--- config.mk ---
export PLATFORM = sky130hd
export DESIGN_NAME = barrido_display_bcd
export DESIGN_NICKNAME = d
export VERILOG_FILES = /design/src/rtl/barrido_display_bcd.sv
export SDC_FILE = /design/constraint.sdc
export NUM_CORES = 1
export LEC_CHECK = 0
export CAP_MARGIN = 25
export CORE_MARGIN = 10
export CORE_UTILIZATION = 35
export CTS_BUF_LIST = sky130_fd_sc_hd__clkbuf_4 sky130_fd_sc_hd__clkbuf_8
export DETAILED_ROUTE_END_ITERATION = 12
export MAX_ROUTING_LAYER = met4
export PLACE_DENSITY = 0.65
export SLEW_MARGIN = 10
export SYNTH_ARGS = -nofsm -noshare
export SYNTH_HDL_FRONTEND = slang
export SYNTH_SLANG_ARGS = --single-unit
--- constraint.sdc ---
create_clock -name CLK -period 1.6 [get_ports CLK]
set_clock_uncertainty 0.05 [all_clocks]
set_input_delay 0.32 -clock CLK [delete_from_list [all_inputs] [get_ports CLK]]
set_output_delay 0.32 -clock CLK [all_outputs]
set_load 0.02 [all_outputs]
--- src/rtl/barrido_display_bcd.sv ---
// Binary-to-BCD (sequential double-dabble) plus 4-digit multiplexed scan for the Nexys 3 display.
// Optional build macro BLANK_LEADING_ZEROS_EN darkens leading zero digits.
module barrido_display_bcd #(
    parameter int BIN_W       = 14,
    parameter int REFRESH_DIV = 50000
) (
    input  logic             CLK,
    input  logic             reset,
    input  logic [BIN_W-1:0] valor,
    input  logic             load,
    output logic [3:0]       numero,
    output logic [3:0]       anodos,
    output logic             busy,
    output logic             overflow
);

    localparam int STEP_W = $clog2(BIN_W + 1);
    localparam int PRE_W  = (REFRESH_DIV > 2) ? $clog2(REFRESH_DIV) : 1;
    localparam logic [BIN_W-1:0] MAX_VAL = BIN_W'(9999);

    typedef enum logic [1:0] {IDLE, CONV, DONE} state_t;

    state_t            state, state_next;
    logic [BIN_W-1:0]  shift_reg, shift_next;
    logic [15:0]       scratch, scratch_next, scratch_adj;
    logic [STEP_W-1:0] step, step_next;
    logic              overflow_next;
    logic [3:0][3:0]   digits, digits_next;
    logic              sat;

    logic [PRE_W-1:0]  presc;
    logic              tick, tick_d;
    logic [1:0]        idx, idx_next;
    logic              blank_lead;
    logic [3:0]        digit_show;

    // Saturation compare is done at 32 bits so narrow BIN_W can never trigger it
    assign sat  = 32'(valor) > 32'd9999;
    assign busy = (state != IDLE);

    always_comb begin
        scratch_adj = scratch;
        for (int unsigned k = 0; k < 4; k++) begin
            if (scratch[4*k +: 4] >= 4'd5)
                scratch_adj[4*k +: 4] = scratch[4*k +: 4] + 4'd3;
        end
    end

    always_comb begin
        state_next    = state;
        shift_next    = shift_reg;
        scratch_next  = scratch;
        step_next     = step;
        overflow_next = overflow;
        digits_next   = digits;
        case (state)
            IDLE: begin
                if (load) begin
                    shift_next    = sat ? MAX_VAL : valor;
                    overflow_next = sat;
                    scratch_next  = '0;
                    step_next     = '0;
                    state_next    = CONV;
                end
            end
            CONV: begin
                scratch_next = {scratch_adj[14:0], shift_reg[BIN_W-1]};
                shift_next   = shift_reg << 1;
                step_next    = step + STEP_W'(1);
                if (step == STEP_W'(BIN_W - 1))
                    state_next = DONE;
            end
            DONE: begin
                digits_next = scratch;
                state_next  = IDLE;
            end
            default: state_next = IDLE;
        endcase
    end

    always_ff @(posedge CLK) begin
        if (reset) begin
            state     <= IDLE;
            shift_reg <= '0;
            scratch   <= '0;
            step      <= '0;
            overflow  <= 1'b0;
            digits    <= '0;
        end else begin
            state     <= state_next;
            shift_reg <= shift_next;
            scratch   <= scratch_next;
            step      <= step_next;
            overflow  <= overflow_next;
            digits    <= digits_next;
        end
    end

    assign tick     = (presc == PRE_W'(REFRESH_DIV - 1));
    assign idx_next = idx + 2'd1;

    always_comb begin
        blank_lead = 1'b0;
`ifdef BLANK_LEADING_ZEROS_EN
        case (idx_next)
            2'd1:    blank_lead = (digits[3:1] == '0);
            2'd2:    blank_lead = (digits[3:2] == '0);
            2'd3:    blank_lead = (digits[3] == '0);
            default: blank_lead = 1'b0;
        endcase
`else
        blank_lead = 1'b0;
`endif
        digit_show = blank_lead ? 4'hF : digits[idx_next];
    end

    // Anodes trail numero by one edge to match the decoder's registered segments
    always_ff @(posedge CLK) begin
        if (reset) begin
            presc  <= '0;
            idx    <= '0;
            tick_d <= 1'b0;
            numero <= 4'hF;
            anodos <= 4'b1111;
        end else begin
            presc  <= tick ? '0 : presc + PRE_W'(1);
            tick_d <= tick;
            if (tick) begin
                idx    <= idx_next;
                numero <= digit_show;
            end
            if (tick_d)
                anodos <= ~(4'b0001 << idx);
        end
    end

endmodule

-- Word level (Yosys, flattened, before mapping)
Index checks and enable logic that the tools add are counted.
W data, S select, Z words.
- bits in registers: 80
- latch bits: 0
- RAM bits: 0
- ROM bits: 0
- logic and storage cells: 58
- memories kept: 0
- add/subtract/negate cells: 7
- multiply operators: 0
- div/mod/pow operators: 0
- order comparisons: 6
- equal/unequal tests: 6
- shift-type cells: 1
- muxes and demuxes: 16
- bitwise operators: 1
- reductions and logical operators: 7
- operator list (kind ; count):
    $pmux W16 S2 ; 1
    $mux W14 ; 2
    $pmux W14 S2 ; 1
    $mux W4 ; 5
    $add A16 B1 Y16 const B ; 1
    $eq A16 B16 Y1 const B ; 1
    $ge A4 B3 Y1 const B ; 4
    $mux W16 ; 1
    $gt A14 B14 Y1 const B ; 1
    $add A4 B2 Y4 const B ; 3
    $bmux W4 S2 ; 1
    $pmux W4 S2 ; 1
    $reduce_and A2 Y1 ; 3
    $add A4 B1 Y4 const B ; 1
    $eq A4 B4 Y1 const B ; 1
    $mux W2 ; 2
    $ne A2 B2 Y1 const B ; 2
    $not A4 Y4 ; 1
    $pmux W2 S2 ; 1
    $reduce_bool A2 Y1 ; 2
    $shl A1 B2 Y4 const A ; 1
    $add A3 B2 Y3 const B ; 1
    $lt A2 B3 Y1 const B ; 1
    $mux W3 ; 1
    5 further kinds ; 5

-- Logic depth before layout (Yosys ltp)
Gate-level depths: netlist of the first run.
- word-level depth: 4
- gate-level depth with buffers: 6

-- Worst setup path before layout of the first run
OpenSTA, ideal clock, no wires.
- path kind: register -> register
- start: reg idx[0]
- end: reg numero[2]
- setup time: 0.117 ns
- arrival time: 1.595 ns
- required time: 1.433 ns
- slack: -0.162 ns
- cell stages (with the launch flop): 6
- clock period less this slack: 1.762 ns
- cells stage by stage: dfxtp_1 -> clkbuf_1 -> inv_1 -> ha_1 -> mux4_2 -> o22a_1
- word-level cells in the longest chain between the ends: 3
- RTL lines (what ; line ; text):
    start, declared ; 33 ; logic [1:0] idx, idx_next;
    start signal, assigned ; 129 ; idx <= idx_next;
    $add A2 B1 Y2 ; 100 ; assign idx_next = idx + 2'd1;
    named net idx_next[0] ; 33 ;
    $bmux W4 S2 ; 114 ; digit_show = blank_lead ? 4'hF : digits[idx_next];
    $mux W4 (not written as such) ; 114 ;
    end signal, assigned ; 130 ; numero <= digit_show;
    end, declared ; 11 ; output logic [3:0] numero,
The timed path passes the listed nets, and every way through them passes these cells. The select of a mux whose other input is x is not followed.
A chain may end at the register's enable or synchronous reset.

-- Worst setup path in the final report of the first run
- start: reg idx[1]
- end: reg numero[2]
Same word-level chain as after synthesis.

==> results.json, run 1 <==
{
  "syn_nets": 443,
  "crit_path_start_kind": "register",
  "tightestPinTransition_ns": 0.493,
  "path_class": "reg -> reg",
  "vias": 3046,
  "place_congestion": 0.795,
  "fmax_mhz": 641,
  "async_reset_ff_share_pct": 0,
  "stdcell_area_sq_mm": 0.00463,
  "cts-htree-levels": 3,
  "worstReg2RegEnd": "numero[2]",
  "viasPerCell": 4.99,
  "io_buffers": 26,
  "ys_seq_elements": 80,
  "wl_per_cell_um": 13.4,
  "cts_buffers": 9,
  "worstReg2RegStart": "idx[1]",
  "clk_pin_slew_ns": 0.09,
  "r2r_slack_ns": 0.04,
  "synthToLayoutAreaGrowth_pct": 24.0,
  "syn_inst": 411,
  "core.rowCount": 37,
  "post-route-min-period_ns": 1.56,
  "yosysSeqAreaShare_pct": 42.9,
  "syn_avg_cell_area_sq_um": 9.08,
  "cts-root-buf": "clkbuf_8",
  "cp-startpoint": "idx[1]",
  "die_h_um": 123,
  "yosys.area.top_type_share_pct": 42.9,
  "crit_end": "numero[2]",
  "leakage_nw": 1.72,
  "drc": 0,
  "clock_latency_ns": 0.37,
  "ys_top_cells_by_area": "dfxtp_1 (43%), a21oi_1 (6.8%), nand2_1 (6.0%)",
  "worst_ep_required_time_ns": 1.82,
  "hp-class": "in -> reg",
  "antenna_found_initial": 0,
  "synth_top_cells_by_count": "dfxtp_1 (80), nand2_1 (60), a21oi_1 (51)",
  "ios": 27,
  "netlist_area_sq_mm": 0.00373,
  "synth_largest_area_cell": "dfxtp_1",
  "period_share_pct": 97.5,
  "dieArea_sq_mm": 0.0152,
  "yosys_warnings": 0,
  "relSlewSlack_pct": 67.1,
  "ys.flop_type": "dfxtp_1",
  "drt_pre_antenna_iters": 4,
  "cts_tree": "built",
  "max-cap-violations": 0,
  "hold_viol": 0,
  "core_sq_mm": 0.0104,
  "p_per_area_mw_per_mm2": 845,
  "status": "finished, final reports clean",
  "cts_num_sinks": 80,
  "chipWidth_um": 123,
  "whs_path_depth": 2,
  "synth-edff-count": 0,
  "grt_max_degree": 20,
  "grt_pass1_vias": 2913,
  "cts_buffer_depth": 2,
  "post-dp-hpwl_um": 6000,
  "grt_setup_unrepaired": "false",
  "fin_total_pwr_mw": 3.91,
  "drtAntennaViolNets": 0,
  "ir_worst_vdd_uv": 584,
  "placed_cell_area_sq_mm": 0.00438,
  "grt.total_usage_pct": 11.7,
  "grt_overflow_total": 0,
  "diodes": 0,
  "crit_fanout": 5,
  "crit_path_end_kind": "register",
  "synth_most_common_cell": "dfxtp_1",
  "fin_nets": 502,
  "drt_iter0_drc": 207,
  "final-max-slew-violation-count": 0,
  "yosysUniqueCellTypes": 56,
  "setup_violations": 0,
  "initial_core_util_pct": 36.0,
  "drt_wl_total_um": 8180,
  "grt_pass1_wl_um": 13800,
  "top_regs": "digits: 16 flops, presc: 16 flops, scratch: 16 flops",
  "rr_worst_depth": 4,
  "drive_above_1_share_pct": 19.8,
  "cp.arrival_ns": 1.78
}
[report_power, final]
part           switching [mW]  internal (mW)  total (mW)
Sequential             0.0336           2.03        2.06
Clock                   0.839          0.596        1.43
Combinational           0.212          0.196       0.408
[layout make-up]
type,count,area (sq um)
repair buffers,67,604
multi-input cells,295,2000
clock buffers,9,124
well taps,136,170
fillers,1038,5740
inverters,17,63.8
clock inverters,7,61.3
flip-flops and latches,80,1610
[logic make-up after synthesis]
| family | after synthesis | share of synthesized area [%] |
|---|---|---|
| adders and majority gates | 15 | 5.03 |
| buffers and inverters | 37 | 5.20 |
| and+or+nand+nor | 155 | 21.5 |
| AOI/OAI and AO/OA | 95 | 16.9 |
| xor gates and xnor gates | 21 | 4.93 |
| DFF | 80 | 42.9 |
| muxes | 8 | 3.49 |
[how the worst min path moves through the flow]
| stage | from | endpoint |
|---|---|---|
| after floorplan | presc[0] | presc[0] |
| after global placement | shift_reg[11] | shift_reg[12] |
| after detailed placement | digits[15] | digits[15] |
| after CTS | reset | shift_reg[13] |
| after global routing | reset | shift_reg[13] |
| final | reset | shift_reg[13] |
[critical path, cell delays in order (launching register included)]
cell	delay, ns
dfxtp_1	0.36
inv_1	0.08
ha_1	0.44
mux4_2	0.34
o22a_1	0.20
[through the flow]
step | util, % | TNS [ns] | hold WS [ns] | setup slack [ns] | cells
2_1_floorplan | - | 0 | 0.380 | 0.00146 | 411
3_3_place_gp | 42.2 | -6.49 | 0.387 | -0.266 | 593
3_5_place_dp | 42.2 | -6.99 | 0.398 | -0.292 | 593
4_1_cts | 44.0 | 0 | 0.192 | 0.0178 | 609
5_1_grt | 44.6 | 0 | 0.218 | 0.000247 | 611
6_report | 44.6 | 0 | 0.217 | 0.0403 | 611
[timing repair]
item / in CTS / in global routing
cloned: 0 / 1
pin swaps: 0 / 5
hold buffers: 0 / 0
endpoints found under the setup margin: 11 / 24
setup buffers: 0 / 1
gates resized for setup: 16 / 12
[layer usage]
metal	global-route usage, %	vias to the layer above	routed length (um)
li1	-	1564	-
met1	14.1	1421	3750
met2	18.2	50	3970
met3	3.97	11	335
met4	3.20	0	116
met5	-	-	0
[cells in the final DEF, fill, tap and decap left out, drive strengths merged, types with 4 or more instances in the layout]
cell type	count
dfxtp	80
nand2	61
a21oi	52
buf	43
nor2	34
inv	21
nand3	19
xnor2	17
ha	15
clkdlybuf4s50	15
o21ai	13
nor3	10
clkbuf	9
dlygate4sd2	9
a22o	7
a221oi	6
nand2b	6
nand4	6
mux2i	4
xor2	4
mux4	4
o22a	4
nor4	4
a41o	4
Note: power is estimated with default switching activity, not from simulation.
==> run 2: changes to the inputs <==
- MAX_ROUTING_LAYER: met4 -> not set
==> run 2 against run 1 <==
Global-route usage shrank 0.34 points. Design area did not move. Clock power hardly changed. Cell count unchanged. Largest cell class unchanged. Die area stayed put. Critical path type unchanged. Clock-buffer cell count unchanged. Sequential cell count is the same. Fmax up 0.40%. Highest routed layer unchanged.
==> results.json, run 2 (synthesis results as in run 1) <==
{
  "initial_core_util_pct": 36.0,
  "worstReg2RegEnd": "step[3]",
  "post-dp-hpwl_um": 6000,
  "grt_overflow_total": 0,
  "r2r_slack_ns": 0.05,
  "status": "finished, final reports clean",
  "crit_path_start_kind": "register",
  "path_class": "reg -> reg",
  "drt_pre_antenna_iters": 4,
  "leakage_nw": 1.72,
  "p_per_area_mw_per_mm2": 846,
  "grt.total_usage_pct": 11.3,
  "final.setup.tns_ns": 0,
  "viasPerCell": 4.96,
  "grt_pass1_wl_um": 13800,
  "pwr-share-comb_pct": 10.4,
  "diodes": 0,
  "worstReg2RegStart": "state[1]",
  "drt_iter0_drc": 237,
  "grt_setup_unrepaired": "false",
  "cp.arrival_ns": 1.77,
  "setup_ws_ns": 0.0465,
  "final_cell_count_no_fill": 611,
  "relSlewSlack_pct": 67.0,
  "cts_tree": "built",
  "hp-class": "in -> reg",
  "rr_worst_depth": 5,
  "fmax_mhz": 644,
  "wl_per_cell_um": 13.4,
  "switching_share_pct": 27.8,
  "layout_commonest_cell": "dfxtp_1",
  "hold_viol": 0,
  "max-cap-violations": 0,
  "p_int_mw": 2.82,
  "dieArea_sq_mm": 0.0152,
  "synthToLayoutAreaGrowth_pct": 24.0,
  "p_clk_share_pct": 36.8,
  "cp-startpoint": "state[1]",
  "drc": 0,
  "crit_path_end_kind": "register",
  "cts_buffer_depth": 2,
  "chipWidth_um": 123,
  "most-common-layout-cells": "dfxtp_1 (76), nand2_1 (59), a21oi_1 (48)",
  "die_h_um": 123,
  "fin_total_pwr_mw": 3.91,
  "switchingPower_mw": 1.09,
  "drt_wl_total_um": 8210,
  "top_regs": "digits: 16 flops, presc: 16 flops, scratch: 16 flops",
  "io_buffers": 26,
  "cts-htree-levels": 3,
  "place_ws_ns": -0.292,
  "setup_violations": 0,
  "post-route-min-period_ns": 1.55,
  "ios": 27,
  "drive_above_1_share_pct": 19.8,
  "grt_pass1_vias": 2916,
  "ir_worst_vdd_uv": 583,
  "core.rowCount": 37,
  "vias": 3033,
  "clk_pin_slew_ns": 0.09,
  "cts-root-buf": "clkbuf_8",
  "drtAntennaViolNets": 0,
  "final-max-slew-violation-count": 0,
  "place_inst": 593,
  "crit_fanout": 7,
  "cts_num_sinks": 80,
  "core_sq_mm": 0.0104,
  "utilization_pct": 44.6,
  "worst_ep_required_time_ns": 1.82,
  "cts_buffers": 9,
  "place_congestion": 0.784,
  "tightestPinTransition_ns": 0.494,
  "fin_nets": 502,
  "period_share_pct": 97.1,
  "clock_latency_ns": 0.37,
  "antenna_found_initial": 0,
  "crit_end": "step[3]",
  "p_seq_share_pct": 52.8,
  "grt_max_degree": 20
}
## run 2: per-layer routing
layer | GRT usage (%) | share of wire [%] | vias to the layer above
met5 | 0 | 0 | -
met4 | 3.20 | 1.4 | 0
met3 | 4.15 | 3.8 | 10
met2 | 18.2 | 48 | 39
met1 | 14.0 | 46 | 1421
li1 | - | - | 1563
## run 2: what timing repair did
item | 4_1_cts | 5_1_grt
setup buffers | 0 | 1
hold buffers | 0 | 0
gates cloned | 0 | 1
pin swaps | 0 | 5
endpoints found under the setup margin | 11 | 24
gates resized for setup | 16 | 12
## run 2: power by group through the flow
stage	Combinational [mW]	Sequential [mW]	Clock, mW
after floorplan	0.230	2.10	0
after global placement	0.392	2.11	0
after detailed placement	0.399	2.11	0
after CTS	0.398	2.06	1.48
after global routing	0.446	2.07	1.56
final	0.408	2.06	1.44
## run 2: area by class of cell
class | instances | area, sq um
sequential | 80 | 1610
inverter | 17 | 63.8
fill | 1038 | 5740
multi-input combinational | 295 | 2000
tap | 136 | 170
clock inverter | 7 | 61.3
clock buffer | 9 | 124
timing repair buffer | 67 | 604
## run 2: worst max-delay path, cell delays in order, from the launching register on
cell and delay, ns:
dfxtp_2 0.33, buf_4 0.14, or3b_4 0.45, buf_4 0.16
and3_1 0.15, o21a_1 0.17
## run 2: worst min path at each step
stage	start	end	slack, ns	cells after the start
finish	reset	shift_reg[13]	0.21	2
global route	reset	shift_reg[13]	0.22	2
CTS	reset	shift_reg[13]	0.19	2
detailed placement	digits[15]	digits[15]	0.40	2
global placement	shift_reg[11]	shift_reg[12]	0.39	2
floorplan	presc[0]	presc[0]	0.38	1
## run 2: through the flow
step	instance area, sq um	hold slack, ns
after detailed placement	4380	0.398
final	4630	0.212
after global placement	4380	0.387
after global routing	4630	0.218
after floorplan	3730	0.380
after CTS	4560	0.192
==> run 3: changes to the inputs <==
--- a/constraint.sdc
+++ b/constraint.sdc
@@ -3,3 +3,3 @@
 set_input_delay 0.32 -clock CLK [delete_from_list [all_inputs] [get_ports CLK]]
 set_output_delay 0.32 -clock CLK [all_outputs]
-set_load 0.02 [all_outputs]
+set_load 0.1 [all_outputs]
==> run 3 against run 2 <==
Critical path type is now in -> reg. Fmax down 0.49%. Non-clock buffer count down 3. Register-to-register slack better by 0.03 ns. Sequential cell count unchanged. Largest power group unchanged. Largest cell class unchanged. Sequential power barely moved.
==> results.json, run 3 (synthesis results as in run 1) <==
{
  "drc": 0,
  "layout_commonest_cell": "dfxtp_1",
  "crit_path_start_kind": "input pin",
  "grt_overflow_total": 0,
  "clk_pin_slew_ns": 0.07,
  "drive_above_1_share_pct": 21.2,
  "initial_core_util_pct": 36.0,
  "worst_ep_required_time_ns": 1.80,
  "top_regs": "digits: 16 flops, presc: 16 flops, scratch: 16 flops",
  "cts-htree-levels": 3,
  "crit_path_top_delay_cell": "clkdlybuf4s50_1",
  "met1_usage_pct": 14.0,
  "wl_per_cell_um": 13.6,
  "critPathMaxStageDelay_ns": 0.49,
  "fin_nets": 498,
  "crit_family": "simple AND/OR/NAND/NOR gates",
  "chipWidth_um": 123,
  "ir_worst_vdd_uv": 464,
  "io_buffers": 26,
  "rr_worst_depth": 4,
  "hp-class": "in -> reg",
  "grtUsageMet2_pct": 18.7,
  "path_class": "in -> reg",
  "grt_pass1_wl_um": 14000,
  "stdcell_area_sq_mm": 0.00477,
  "worstPathCellList": "clkdlybuf4s50_1 -> or3b_4 -> nand2_1 -> nor2_1 -> a22o_1",
  "viasPerCell": 5.01,
  "core.rowCount": 37,
  "final_cell_count_no_fill": 607,
  "grt_max_degree": 31,
  "hold_viol": 0,
  "dieArea_sq_mm": 0.0152,
  "cp.arrival_ns": 1.76,
  "max-cap-violations": 0,
  "busiest_layer": "met2",
  "grt.total_usage_pct": 11.4,
  "antenna_found_initial": 0,
  "drt_pre_antenna_iters": 5,
  "p_per_area_mw_per_mm2": 881,
  "post-route-min-period_ns": 1.56,
  "place_inst": 590,
  "relSlewSlack_pct": 66.6,
  "clock_latency_ns": 0.36,
  "final-max-slew-violation-count": 0,
  "synthToLayoutAreaGrowth_pct": 27.9,
  "cts_buffer_depth": 2,
  "fillers": 977,
  "cts-root-buf": "clkbuf_8",
  "timing.hold.ws_ns": 0.162,
  "ios": 27,
  "place_congestion": 0.792,
  "placed_cell_area_sq_mm": 0.00448,
  "grt_pass1_vias": 2919,
  "drtAntennaViolNets": 0,
  "cts_num_sinks": 80,
  "vias": 3044,
  "tightestPinTransition_ns": 0.499,
  "met3_usage_pct": 3.42,
  "cp.buffers_inverters": 1,
  "fmax_mhz": 641,
  "holdBufCountCts": 0,
  "drt_iter0_drc": 223,
  "cp_num_cells": 5,
  "crit_fanout": 9,
  "leakage_nw": 1.80,
  "period_share_pct": 97.6,
  "core_sq_mm": 0.0104,
  "cts_tree": "built",
  "cts_buffers": 9,
  "most-common-layout-cells": "dfxtp_1 (77), nand2_1 (60), a21oi_1 (48)",
  "fin_total_pwr_mw": 4.20,
  "whs_path_depth": 2,
  "diodes": 0,
  "die_h_um": 123,
  "post-dp-hpwl_um": 5930,
  "drt_wl_total_um": 8250,
  "crit_path_end_kind": "register",
  "setup_violations": 0,
  "status": "finished, final reports clean"
}
run 3: timing repair:
item	in CTS	in global routing
gates resized for setup	3	10
endpoints found under the setup margin	1	18
buffers inserted	1	0
endpoints found under the hold margin	0	0
run 3: layout make-up:
class | count | area, sq um | area share, %
inverter | 17 | 63.8 | 1.34
multi-input combinational | 294 | 2000 | 41.8
sequential | 80 | 1610 | 33.7
timing repair buffer | 64 | 703 | 14.7
tap | 136 | 170 | 3.57
clock buffer | 12 | 153 | 3.20
clock inverter | 4 | 76.3 | 1.60
run 3: worst reg2reg max path, cell delays in order, from the launching register on:
cell and delay (ns):
dfxtp_1 0.35, nor4bb_2 0.45, nand4b_4 0.17, nand2b_4 0.20, o22a_1 0.21
run 3: path summary, 6_finish.rpt:
path	start	to	slack, ns
setup / recovery	load	scratch[2]	0.04
hold / removal	reset	scratch[11]	0.16
setup reg to reg	presc[12]	numero[2]	0.08
hold reg to reg	digits[10]	digits[10]	0.41
run 3: where the power goes:
part	total [mW]	switching (mW)	internal [mW]
clock network	1.69	0.728	0.962
logic	0.447	0.236	0.212
registers	2.06	0.0322	2.03
run 3: metrics by stage:
step / setup slack, ns / TNS, ns / util (%)
2_1_floorplan: 0.0622 / 0 / -
3_3_place_gp: -0.291 / -6.74 / 43.2
3_5_place_dp: -0.330 / -8.63 / 43.2
4_1_cts: 0.00702 / 0 / 45.5
5_1_grt: -0.00210 / -0.00210 / 46.0
6_report: 0.0390 / 0 / 46.0
run 3: metal layers:
layer  wire (um)  vias to the layer above  part of all wire, %
li1            -                     1542                    -
met1        3790                     1451                   46
met2        4060                       40                   49
met3         289                       11                  3.5
met4         103                        0                  1.2
met5           0                        -                    0
